**config.mk**
```make
export PLATFORM = sky130hd
export DESIGN_NAME = whack_round_ctrl_flat
export DESIGN_NICKNAME = d
export VERILOG_FILES = /design/src/rtl/whack_round_ctrl_if.sv /design/src/rtl/whack_round_ctrl.sv /design/src/flat_wrapper.sv
export SDC_FILE = /design/constraint.sdc
export NUM_CORES = 1
export LEC_CHECK = 0
export BUFFER_PORTS_ARGS = -buffer_cell sky130_fd_sc_hd__clkbuf_2
export CAP_MARGIN = 20
export CORE_ASPECT_RATIO = 1.5
export CORE_UTILIZATION = 55
export CTS_CLUSTER_DIAMETER = 200
export DETAILED_ROUTE_END_ITERATION = 8
export PLACE_DENSITY_LB_ADDON = 0.25
export SYNTH_ARGS = -nofsm -noshare
export SYNTH_HDL_FRONTEND = slang
export SYNTH_SLANG_ARGS = --single-unit
```
**constraint.sdc**
```tcl
create_clock -name clk -period 2.4 [get_ports clk]
set_input_delay 0.36 -clock clk [delete_from_list [all_inputs] [get_ports clk]]
set_output_delay 0.36 -clock clk [all_outputs]
set_load 0.01 [all_outputs]
```
**src/rtl/whack_round_ctrl_if.sv**
```systemverilog
// Board-side bundle for the whack-a-mole round sequencer: start pulse and
// switches in, mole LEDs and game status out.
interface whack_round_ctrl_if;
    logic        start;
    logic [15:0] sw;
    logic [15:0] LED;
    logic [5:0]  score_count;
    logic [3:0]  miss_count;
    logic        game_over;

    // Driver side: supplies start/switches, observes the game status.
    modport master (
        output start,
        output sw,
        input  LED,
        input  score_count,
        input  miss_count,
        input  game_over
    );

    // Sequencer side.
    modport slave (
        input  start,
        input  sw,
        output LED,
        output score_count,
        output miss_count,
        output game_over
    );
endinterface

```
**src/rtl/whack_round_ctrl.sv**
```systemverilog
// Whack-a-mole round sequencer: picks a pseudo-random mole from an LFSR,
// lights it, times the player's response, scores hits/misses and ends the
// game on a score or miss limit. All outputs are registered.
module whack_round_ctrl #(
    parameter int          MOLE_TIMEOUT = 50000000,
    parameter int          MAX_MISSES   = 3,
    parameter int          MAX_SCORE    = 32,
    parameter logic [15:0] LFSR_SEED    = 16'hACE1
) (
    input  logic clk,
    input  logic reset,
    whack_round_ctrl_if.slave bus
);

    localparam int TIMER_W = (MOLE_TIMEOUT > 1) ? $clog2(MOLE_TIMEOUT) : 1;
    localparam logic [TIMER_W-1:0] TIMER_LAST = TIMER_W'(MOLE_TIMEOUT - 1);
    // Compare the pre-increment count against limit-1 so the terminal
    // decision is made in the same cycle the counter steps.
    localparam logic [5:0] SCORE_LAST = 6'(MAX_SCORE - 1);
    localparam logic [3:0] MISS_LAST  = 4'(MAX_MISSES - 1);

    typedef enum logic [2:0] {
        IDLE,
        SPAWN,
        WAIT,
        HIT,
        MISS,
        OVER
    } state_t;

    state_t              state_reg;
    logic [15:0]         lfsr_reg;
    logic [15:0]         sw_q_reg;
    logic [3:0]          mole_idx_reg;
    logic [TIMER_W-1:0]  timer_reg;
    logic [15:0]         led_reg;
    logic [5:0]          score_reg;
    logic [3:0]          miss_reg;
    logic                game_over_reg;

    logic                lfsr_fb;
    logic [15:0]         toggle;
    logic [3:0]          cand_raw;
    logic [3:0]          cand;

    assign lfsr_fb  = lfsr_reg[15] ^ lfsr_reg[13] ^ lfsr_reg[12] ^ lfsr_reg[10];
    assign toggle   = bus.sw ^ sw_q_reg;
    assign cand_raw = lfsr_reg[3:0];
    // Bump a repeated candidate by one so a mole never lights twice in a row.
    assign cand     = (cand_raw == mole_idx_reg) ? cand_raw + 4'd1 : cand_raw;

    // Free-running Fibonacci LFSR (taps 16,14,13,11).
    always_ff @(posedge clk) begin
        if (reset) begin
            lfsr_reg <= LFSR_SEED;
        end else begin
            lfsr_reg <= {lfsr_reg[14:0], lfsr_fb};
        end
    end

    // Previous switch image, tracked in every state and during reset.
    always_ff @(posedge clk) begin
        sw_q_reg <= bus.sw;
    end

    // Round FSM; LED/game_over are decoded from the state being entered.
    always_ff @(posedge clk) begin
        if (reset) begin
            state_reg     <= IDLE;
            mole_idx_reg  <= 4'd0;
            timer_reg     <= '0;
            led_reg       <= 16'h0000;
            score_reg     <= 6'd0;
            miss_reg      <= 4'd0;
            game_over_reg <= 1'b0;
        end else begin
            case (state_reg)
                IDLE: begin
                    led_reg       <= 16'h0000;
                    game_over_reg <= 1'b0;
                    if (bus.start) begin
                        state_reg <= SPAWN;
                        score_reg <= 6'd0;
                        miss_reg  <= 4'd0;
                    end
                end
                SPAWN: begin
                    mole_idx_reg <= cand;
                    timer_reg    <= '0;
                    led_reg      <= 16'd1 << cand;
                    state_reg    <= WAIT;
                end
                WAIT: begin
                    timer_reg <= timer_reg + 1'b1;
                    if (toggle[mole_idx_reg]) begin
                        state_reg <= HIT;
                        led_reg   <= 16'h0000;
                    end else if ((|toggle) || (timer_reg == TIMER_LAST)) begin
                        state_reg <= MISS;
                        led_reg   <= 16'h0000;
                    end
                end
                HIT: begin
                    score_reg <= score_reg + 6'd1;
                    if (score_reg == SCORE_LAST) begin
                        state_reg     <= OVER;
                        led_reg       <= 16'hFFFF;
                        game_over_reg <= 1'b1;
                    end else begin
                        state_reg <= SPAWN;
                        led_reg   <= 16'h0000;
                    end
                end
                MISS: begin
                    miss_reg <= miss_reg + 4'd1;
                    if (miss_reg == MISS_LAST) begin
                        state_reg     <= OVER;
                        led_reg       <= 16'hFFFF;
                        game_over_reg <= 1'b1;
                    end else begin
                        state_reg <= SPAWN;
                        led_reg   <= 16'h0000;
                    end
                end
                OVER: begin
                    if (bus.start) begin
                        state_reg     <= SPAWN;
                        score_reg     <= 6'd0;
                        miss_reg      <= 4'd0;
                        led_reg       <= 16'h0000;
                        game_over_reg <= 1'b0;
                    end
                end
                default: begin
                    state_reg <= IDLE;
                    led_reg   <= 16'h0000;
                end
            endcase
        end
    end

    assign bus.LED         = led_reg;
    assign bus.score_count = score_reg;
    assign bus.miss_count  = miss_reg;
    assign bus.game_over   = game_over_reg;

endmodule

```
**src/flat_wrapper.sv**
```systemverilog
// flat-port wrapper written by rule: the top's interface ports become plain ports
module whack_round_ctrl_flat 
#(
    parameter int          MOLE_TIMEOUT = 50000000,
    parameter int          MAX_MISSES   = 3,
    parameter int          MAX_SCORE    = 32,
    parameter logic [15:0] LFSR_SEED    = 16'hACE1
)
  (clk, reset, bus_start, bus_sw, bus_LED, bus_score_count, bus_miss_count, bus_game_over);
  whack_round_ctrl_if bus_i ();
  input  logic clk;
  input  logic reset;
  input wire logic [$bits(bus_i.start)-1:0] bus_start;
  input wire logic [$bits(bus_i.sw)-1:0] bus_sw;
  output wire logic [$bits(bus_i.LED)-1:0] bus_LED;
  output wire logic [$bits(bus_i.score_count)-1:0] bus_score_count;
  output wire logic [$bits(bus_i.miss_count)-1:0] bus_miss_count;
  output wire logic [$bits(bus_i.game_over)-1:0] bus_game_over;
  assign bus_i.start = bus_start;
  assign bus_i.sw = bus_sw;
  assign bus_LED = bus_i.LED;
  assign bus_score_count = bus_i.score_count;
  assign bus_miss_count = bus_i.miss_count;
  assign bus_game_over = bus_i.game_over;
  whack_round_ctrl #(.MOLE_TIMEOUT(MOLE_TIMEOUT), .MAX_MISSES(MAX_MISSES), .MAX_SCORE(MAX_SCORE), .LFSR_SEED(LFSR_SEED)) u_core (.clk(clk), .reset(reset), .bus(bus_i));
endmodule
```
==> results of run 1 <==
cells by family (layout without fill, tap and decap cells):
family,after synthesis,after routing,synth area share [%]
flops,92,92,43.10
compound gates,88,88,13.82
simple gates,221,221,27.94
fa+ha+maj,5,5,1.464
buf+inv,34,93,3.221
xor+xnor,35,35,7.174
mux,13,13,3.280
what timing repair did:
action / 4_1_cts / 5_1_grt
endpoints found under the setup margin: 16 / 10
hold endpoints to repair: 0 / 0
hold buffers: 0 / 0
resized for setup: 1 / 2
pin swaps: 0 / 0
routing by layer:
metal | up-vias | wire (um)
met3 | 13 | 253
met1 | 1721 | 3782
li1 | 1826 | -
met4 | 0 | 148
met2 | 59 | 4814
met5 | - | 0
worst reg2reg max path, stage by stage (launching register included):
cell and delay [ns]:
dfxtp_1 0.31, or3b_4 0.44, buf_4 0.17, nor4_4 0.37, nor4b_4 0.39, nand2_1 0.11, or2_2 0.28, a21oi_1 0.15
power groups by stage:
| stage | Clock, mW | Sequential [mW] | Combinational, mW |
|---|---|---|---|
| after global placement | 0 | 1.66 | 0.471 |
| after global routing | 1.42 | 1.64 | 0.538 |
| final | 1.34 | 1.63 | 0.486 |
| after CTS | 1.35 | 1.63 | 0.483 |
| after floorplan | 0 | 1.64 | 0.351 |
| after detailed placement | 0 | 1.66 | 0.478 |
area by class of cell:
class / instances / area share [%]
Multi-Input combinational cell: 362 / 46.18
Inverter: 10 / 0.7521
Sequential cell: 92 / 36.90
Clock buffer: 11 / 5.064
Clock inverter: 5 / 0.7270
Timing Repair Buffer: 67 / 7.821
Tap cell: 102 / 2.557
synthesized netlist by cell type, types with 4 or more instances:
library cell  instances  area, um^2
mux2_1                4       45.04
nor3_1               14       70.07
clkbuf_1             20       75.07
xnor2_1              22       192.7
nor2_1               52       195.2
nand2_1              39       146.4
a21oi_1              24       120.1
inv_1                10       37.54
a21o_1                4       30.03
a31oi_1               4       25.02
dfxtp_1              92        1842
o21a_1                5       37.54
and3_1               14       87.58
nor2b_1              11       68.82
ha_1                  5       62.56
nand3_1              20       100.1
or2_2                33       206.5
xor2_1               13       113.9
mux2i_1               5       50.05
o21ai_0              13       65.06
nand4_1              12       75.07
a211oi_1              7       52.55
mux2_2                4       45.04
nand3b_1              4       30.03
o2bb2ai_1            16       140.1
worst min-delay path by stage:
| stage | from | end | slack [ns] | cells after the start |
|---|---|---|---|---|
| floorplan | bus_sw[0] | u_core.sw_q_reg[0]$_DFF_P_ | 0.39 | 0 |
| global placement | u_core.lfsr_reg[9]$_SDFF_PP0_ | u_core.lfsr_reg[10]$_SDFF_PP1_ | 0.39 | 1 |
| detailed placement | u_core.lfsr_reg[5]$_SDFF_PP1_ | u_core.lfsr_reg[6]$_SDFF_PP1_ | 0.39 | 1 |
| CTS | bus_sw[4] | u_core.sw_q_reg[4]$_DFF_P_ | 0.14 | 1 |
| global route | bus_sw[4] | u_core.sw_q_reg[4]$_DFF_P_ | 0.14 | 1 |
| finish | bus_sw[0] | u_core.sw_q_reg[0]$_DFF_P_ | 0.14 | 1 |
layout by cell type (no fill, tap or decap), drive strengths merged, types with 7 or more instances in the layout:
cell type / n
nand4: 12
or2: 33
nand2: 39
buf: 22
clkbuf: 56
o21ai: 13
nand3: 20
and3: 14
mux2: 8
o2bb2ai: 16
nor2b: 11
a211oi: 7
inv: 10
nor3: 14
nor2: 52
a21oi: 24
xor2: 13
dfxtp: 92
xnor2: 22
==> reports/results.ini, run 1 <==
[timing]
drv_slew = 0
period_minus_slack_ns = 2.288
final.setup.worst_slack_ns = 0.1123
setup_viol = 0
fin_hold_ws_ns = 0.1428
rsz0062_at_grt = no
fin_skew_ns = 0.006380
period_share_pct = 95.32
setup_tns_ns = 0
hold_violations = 0
relSlewSlack_pct = 53.27
clock.fmax_ghz = 0.4371
tightest_slew_ns = 0.7010

[route]
drtIter0Drc = 250
wl_mm = 8.999
viasPerCell = 5.576
ant_nets = 0
drtPass1Iterations = 4
drc = 0
wl_per_cell_um = 13.87
vias = 3619

[floorplan]
die-area_um2 = 8132
core_area_um2 = 7564
initial_core_util_pct = 56.49
dieHeight_um = 110.0
top_level_ports = 46
die_w_um = 73.97
row_count = 39

[power]
power.density_nw_per_um2 = 692.1
p_sw_mw = 0.9081
finalPower_mw = 3.454
clkPwrFrac_pct = 38.7
power_switching_share_pct = 26.29
vdd_drop_max_mv = 0.5117
leakage_nw = 2.001
seqPwrFrac_pct = 47.2
pwr-share-comb_pct = 14.1
p_int_mw = 2.546

[place]
pre_cts_slack_ns = -0.08653
gp_congestion = 0.8666
io_buffers = 45
dpl.hpwl_mm = 6.313
post-place-cells = 633
dpl_cell_area_um2 = 4691

[global_route]
grt_pass1_vias = 3345
busiest_layer = met2
grt_usage_pct = 23.65
use_met1_pct = 27.48
met2_usage_pct = 41.69
antenna_found_initial = 0
grt_max_degree = 48
use_met3_pct = 4.308
gr-total-overflow = 0
grt_pass1_wl_mm = 14.94

[logic_synthesis]
async_flop_share_pct = 0
yosysUniqueCellTypes = 51
synthCells = 488
syn-num-nets = 512
synth_area_per_cell_um2 = 8.756
synth_edf_count = 0
syn-cell-area_um2 = 4273
synth_seq_cells = 92
synth_flop_cell = dfxtp_1
synth-seq-area-share_pct = 43.10
yosysWarnings = 0

[layout]
multi_input_area_um2 = 2305
final_cells = 649
antenna_cells = 0
area_growth_pct = 16.81
largest_reg_flops = 26
final_area_um2 = 4991
final_util_pct = 65.99
seqCellArea_um2 = 1842
nets = 566
drive_gt1_share_pct = 23.22
fillers = 644

[critical_path]
rrSetupSlack_ns = 0.11
r2r_end = u_core.timer_reg[24]$_SDFFE_PP0P_
max_stage_delay_ns = 0.44
critPathLaunchType = register
cp_top_family = simple AND/OR/NAND/NOR gates
path_depth = 7
crit_end = u_core.timer_reg[24]$_SDFFE_PP0P_
startpoint = u_core.state_reg[2]$_SDFFE_PP0P_
worstSetupPathType = reg2reg
endpoint_kind = register
cp.arrival_ns = 2.55
worstPathRequired_ns = 2.67
crit_fanout = 6
r2r_start = u_core.state_reg[2]$_SDFFE_PP0P_
cp.buffers_inverters = 1
slowest_stage = or3b_4
crit_chain = or3b_4 > buf_4 > nor4_4 > nor4b_4 > nand2_1 > or2_2 > a21oi_1
ff2ff_path_depth = 7

[clock_network]
cts_root_buf = clkbuf_16
cts.path.max_buffers = 2
post_cts_buffers = 0
clkTransAtPathRegs_ns = 0.06
numCtsBuffers = 9
insertion_delay_ns = 0.34
tritoncts = done
htree_levels = 3
clock_sinks = 92

[hold_path]
hold_class = in2reg

[run]
maxCapViolCount = 0

[status]
status = complete, no violations

(Power assumes the default switching activity.)
==> inputs of run 2 (changes only) <==
- CORE_MARGIN: unset -> 10
- CTS_BUF_LIST: unset -> sky130_fd_sc_hd__clkbuf_8 sky130_fd_sc_hd__clkbuf_16
- PLACE_DENSITY: unset -> 0.75
- PLACE_DENSITY_LB_ADDON: 0.25 -> unset
==> reports/results.ini, run 2 (synthesis results as in run 1) <==
[timing]
hold_violations = 0  ; unchanged
fin_hold_ws_ns = 0.1448  ; +0.002031 ns
setup_viol = 0  ; unchanged
rsz0062_at_grt = no
period_share_pct = 94.09  ; -1.2 points
period_minus_slack_ns = 2.258  ; -0.02952 ns
fin_skew_ns = 0.008168  ; +0.001788 ns
relSlewSlack_pct = 65.84  ; +13 points
setup_tns_ns = 0  ; unchanged
clock.fmax_ghz = 0.4428  ; +1.3%
tightest_slew_ns = 0.5108  ; -0.1902 ns
drv_slew = 0  ; unchanged

[global_route]
grt_usage_pct = 16.26  ; -7.4 points
grt_pass1_wl_mm = 15.94  ; +6.7%
grt_pass1_vias = 3530  ; +5.5%
antenna_found_initial = 0  ; unchanged
gr-total-overflow = 0  ; unchanged
grt_max_degree = 49  ; +2.1%

[layout]
multi_input_area_um2 = 2306  ; about the same
final_area_um2 = 5066  ; +1.5%
seqCellArea_um2 = 1842  ; unchanged
antenna_cells = 0  ; unchanged
area_growth_pct = 18.57
final_cell_mix = 92 x dfxtp_1, 52 x nor2_1, 45 x clkbuf_2
largest_reg_flops = 26  ; unchanged
layout_commonest_cell = dfxtp_1
fillers = 644  ; unchanged
nets = 569  ; +0.53%
drive_gt1_share_pct = 23.45  ; +0.24 points

[run]
maxCapViolCount = 0  ; unchanged

[route]
drtPass1Iterations = 5  ; +1
wl_mm = 9.528  ; +5.9%
drc = 0  ; unchanged
drtIter0Drc = 234  ; -6.4%
ant_nets = 0  ; unchanged
wl_per_cell_um = 14.61  ; +5.4%
vias = 3669  ; +1.4%
viasPerCell = 5.627  ; +0.92%

[critical_path]
critPathLaunchType = register
endpoint_kind = register
crit_fanout = 9  ; +3
worstSetupPathType = reg2reg
worstPathRequired_ns = 2.68  ; about the same
cp.arrival_ns = 2.53  ; -0.02 ns

[clock_network]
clkTransAtPathRegs_ns = 0.06  ; about the same
cts_root_buf = clkbuf_16
htree_levels = 3  ; unchanged
numCtsBuffers = 9  ; unchanged
insertion_delay_ns = 0.34  ; about the same
cts.path.max_buffers = 2  ; unchanged
tritoncts = done
clock_sinks = 92  ; unchanged

[power]
leakage_nw = 2.058  ; +2.9%
power.density_nw_per_um2 = 731.4  ; +5.7%
vdd_drop_max_mv = 0.5019  ; -1.9%
finalPower_mw = 3.706  ; +7.3%

[place]
dpl.hpwl_mm = 6.865  ; +8.7%
gp_congestion = 0.8242  ; -4.9%
io_buffers = 45  ; unchanged
dpl_cell_area_um2 = 4706  ; +0.32%

[floorplan]
die_w_um = 91.97  ; +24%
top_level_ports = 46  ; unchanged
die-area_um2 = 11770  ; +45%
row_count = 39  ; unchanged
dieHeight_um = 128.0  ; +16%
core_area_um2 = 7612  ; +0.65%
initial_core_util_pct = 56.13  ; -0.36 points

[status]
status = complete, no violations

[hold_path]
hold_class = in2reg

## run 2: cell count changes in the layout (fill, tap and decap cells not counted), sizes merged
cell,previous run,this run
buf,22,25
clkinv,2,1
inv,10,12
clkinvlp,3,1
clkbuf,56,54
bufinv,0,3
## run 2: path summary, 6_finish.rpt
check             slack, ns                             start                           endpoint  cells past startpoint
hold reg to reg        0.41     u_core.lfsr_reg[4]$_SDFF_PP0_      u_core.lfsr_reg[5]$_SDFF_PP1_                      1
setup reg to reg       0.14  u_core.state_reg[1]$_SDFFE_PP0P_  u_core.timer_reg[23]$_SDFFE_PP0P_                      6
setup / recovery       0.14  u_core.state_reg[1]$_SDFFE_PP0P_  u_core.timer_reg[23]$_SDFFE_PP0P_                      6
hold / removal         0.14                        bus_sw[12]        u_core.sw_q_reg[12]$_DFF_P_                      1
## run 2: worst max-delay path: stages (launching register included)
cell and delay [ns]:
dfxtp_1 0.32, or3b_4 0.45, or3_4 0.39, nor4_4 0.45
nand3_1 0.16, mux2_1 0.33, nor2_1 0.09
## run 2: per-stage QoR
stage               std cells  util (%)  setup slack [ns]
floorplan                 488         -            0.3631
global placement          635     61.82           0.01313
detailed placement        635     61.82          -0.02177
CTS                       651     66.29           0.04541
global route              652     66.55           0.02464
finish                    652     66.55            0.1418
## run 2: cell type report
cell class                      count  share of cell area (%)
Clock buffer                        9                   4.446
Clock inverter                      7                   2.272
Inverter                           10                  0.7409
Multi-Input combinational cell    362                   45.52
Sequential cell                    92                   36.35
Tap cell                          102                   2.519
Timing Repair Buffer               70                   8.150
## run 2: what timing repair did
| action | 4_1_cts | 5_1_grt |
|---|---|---|
| gates resized for setup | 0 | 3 |
| setup endpoints to repair | 0 | 10 |
| hold buffers | 0 | 0 |
| hold endpoints to repair | 0 | 0 |
| setup buffers | 0 | 1 |
## run 2: where the power goes
part,internal (mW),total [mW],switching (mW)
registers,1.58,1.63,0.0504
logic,0.211,0.488,0.277
clock network,1.01,1.59,0.571
total,2.81,3.71,0.899
## run 2: per-layer routing
layer	vias to the layer above	global-route usage (%)	wire (um)
li1	1833	-	-
met1	1705	17.58	3877
met2	103	28.63	4937
met3	28	4.103	485
met4	0	8.106	228
met5	-	0	0
==> inputs of run 3 (changes only) <==
- CELL_PAD_IN_SITES_DETAIL_PLACEMENT: unset -> 1
- CELL_PAD_IN_SITES_GLOBAL_PLACEMENT: unset -> 2
- CORE_UTILIZATION: 55 -> 36
- PLACE_DENSITY: 0.75 -> unset
- PLACE_DENSITY_LB_ADDON: unset -> 0.1
==> reports/results.ini, run 3 (synthesis results as in run 1) <==
[status]
status = complete, no violations

[critical_path]
cp_top_family = simple AND/OR/NAND/NOR gates
worstPathRequired_ns = 2.68  ; about the same
crit_fanout = 6  ; -3
max_stage_delay_ns = 0.46  ; about the same
rrSetupSlack_ns = 0.24  ; +0.10 ns
cp.buffers_inverters = 0  ; unchanged
crit_chain = or3b_1 > or3_4 > nor4_4 > nand3_1 > mux2_1 > nor2_1
worstSetupPathType = reg2reg
endpoint_kind = register
cp.arrival_ns = 2.44  ; -0.09 ns
critPathLaunchType = register
slowest_stage = or3_4

[clock_network]
clkTransAtPathRegs_ns = 0.07  ; about the same
cts.path.max_buffers = 2  ; unchanged
holdBufCountCts = 0  ; unchanged
clock_sinks = 92  ; unchanged
cts_root_buf = clkbuf_16
tritoncts = done
numCtsBuffers = 9  ; unchanged
insertion_delay_ns = 0.34  ; about the same
htree_levels = 3  ; unchanged

[timing]
fin_hold_ws_ns = 0.1375  ; -0.007262 ns
tightest_slew_ns = 0.6026  ; +0.09176 ns
relSlewSlack_pct = 59.40  ; -6.4 points
setup_tns_ns = 0  ; unchanged
drv_slew = 0  ; unchanged
hold_violations = 0  ; unchanged
period_share_pct = 90.05  ; -4.0 points
rsz0062_at_grt = no
period_minus_slack_ns = 2.161  ; -0.09701 ns
setup_viol = 0  ; unchanged
clock.fmax_ghz = 0.4627  ; +4.5%
fin_skew_ns = 0.007088  ; -0.001080 ns

[power]
power.density_nw_per_um2 = 701.2  ; -4.1%
vdd_drop_max_mv = 0.4101  ; -18%
leakage_nw = 2.008  ; -2.4%

[layout]
final_area_um2 = 5034  ; -0.64%
antenna_cells = 0  ; unchanged
fillers = 1394  ; +120%
multi_input_area_um2 = 2300  ; -0.27%
nets = 564  ; -0.88%
drive_gt1_share_pct = 22.57  ; -0.89 points
final_cell_mix = 92 x dfxtp_1, 52 x nor2_1, 45 x clkbuf_2
layout_commonest_cell = dfxtp_1
seqCellArea_um2 = 1842  ; unchanged
area_growth_pct = 17.80
largest_reg_flops = 26  ; unchanged

[route]
wl_per_cell_um = 15.88  ; +8.7%
viasPerCell = 5.249  ; -6.7%
wl_mm = 11.04  ; +16%
vias = 3648  ; -0.57%
ant_nets = 0  ; unchanged
drtIter0Drc = 72  ; -69%
drc = 0  ; unchanged
drtPass1Iterations = 4  ; -1

[floorplan]
top_level_ports = 46  ; unchanged
die_w_um = 109.0  ; +18%
dieHeight_um = 153.4  ; +20%
die-area_um2 = 16720  ; +42%
row_count = 48  ; +23%
initial_core_util_pct = 36.86  ; -19 points
core_area_um2 = 11590  ; +52%

[place]
dpl_cell_area_um2 = 4736  ; +0.64%
io_buffers = 45  ; unchanged
gp_congestion = 0.7500  ; -9.0%
dpl.hpwl_mm = 8.175  ; +19%

[global_route]
grt_pass1_vias = 3921  ; +11%
grt_usage_pct = 14.01  ; -2.3 points
antenna_found_initial = 0  ; unchanged
grt_pass1_wl_mm = 19.31  ; +21%
grt_max_degree = 50  ; +2.0%
gr-total-overflow = 0  ; unchanged

[hold_path]
hold_class = in2reg

[run]
maxCapViolCount = 0  ; unchanged

-- run 3: metal layers --
metal	global-route usage (%)	wire (um)	up-vias
li1	-	-	1818
met1	15.18	4482	1775
met2	26.11	6128	41
met3	2.525	247	14
met4	4.411	180	0
met5	0	0	-
-- run 3: what timing repair did --
| action | in CTS | in global routing |
|---|---|---|
| resized for setup | 0 | 1 |
| setup buffers | 0 | 0 |
| setup endpoints to repair | 0 | 2 |
-- run 3: worst reg2reg max path: cells and delay by family (launching register included) --
kind             cells  cell delay, ns
and+or+nand+nor      5            1.47
DFF                  1            0.31
muxes                1            0.33
-- run 3: power by group --
| group | total, mW | internal, mW | leakage, nW | switching [mW] |
|---|---|---|---|---|
| Sequential | 1.63 | 1.58 | 0.753 | 0.0466 |
| Combinational | 0.496 | 0.203 | 1.11 | 0.293 |
| Clock | 1.41 | 0.729 | 0.144 | 0.678 |
-- run 3: layout make-up --
class,count,share of cell area (%)
Multi-Input combinational cell,362,45.69
Sequential cell,92,36.59
Timing Repair Buffer,65,7.457
Clock buffer,9,4.474
Tap cell,150,3.729
Clock inverter,7,1.317
Inverter,10,0.7457
-- run 3: worst paths after layout --
kind,from,end,cells past startpoint
setup / recovery,u_core.state_reg[2]$_SDFFE_PP0P_,u_core.timer_reg[21]$_SDFFE_PP0P_,6
hold / removal,bus_sw[5],u_core.sw_q_reg[5]$_DFF_P_,1
setup reg to reg,u_core.state_reg[2]$_SDFFE_PP0P_,u_core.timer_reg[21]$_SDFFE_PP0P_,6
hold reg to reg,u_core.lfsr_reg[5]$_SDFF_PP1_,u_core.lfsr_reg[6]$_SDFF_PP1_,1
-- run 3: per-stage QoR --
stage,power (mW),setup slack (ns),instances,util [%]
2_1_floorplan,1.994,0.3631,488,-
3_3_place_gp,2.153,0.1763,679,40.86
3_5_place_dp,2.163,0.1815,679,40.86
4_1_cts,3.578,0.1724,695,43.37
5_1_grt,3.708,0.05064,695,43.43
6_report,3.529,0.2388,695,43.43
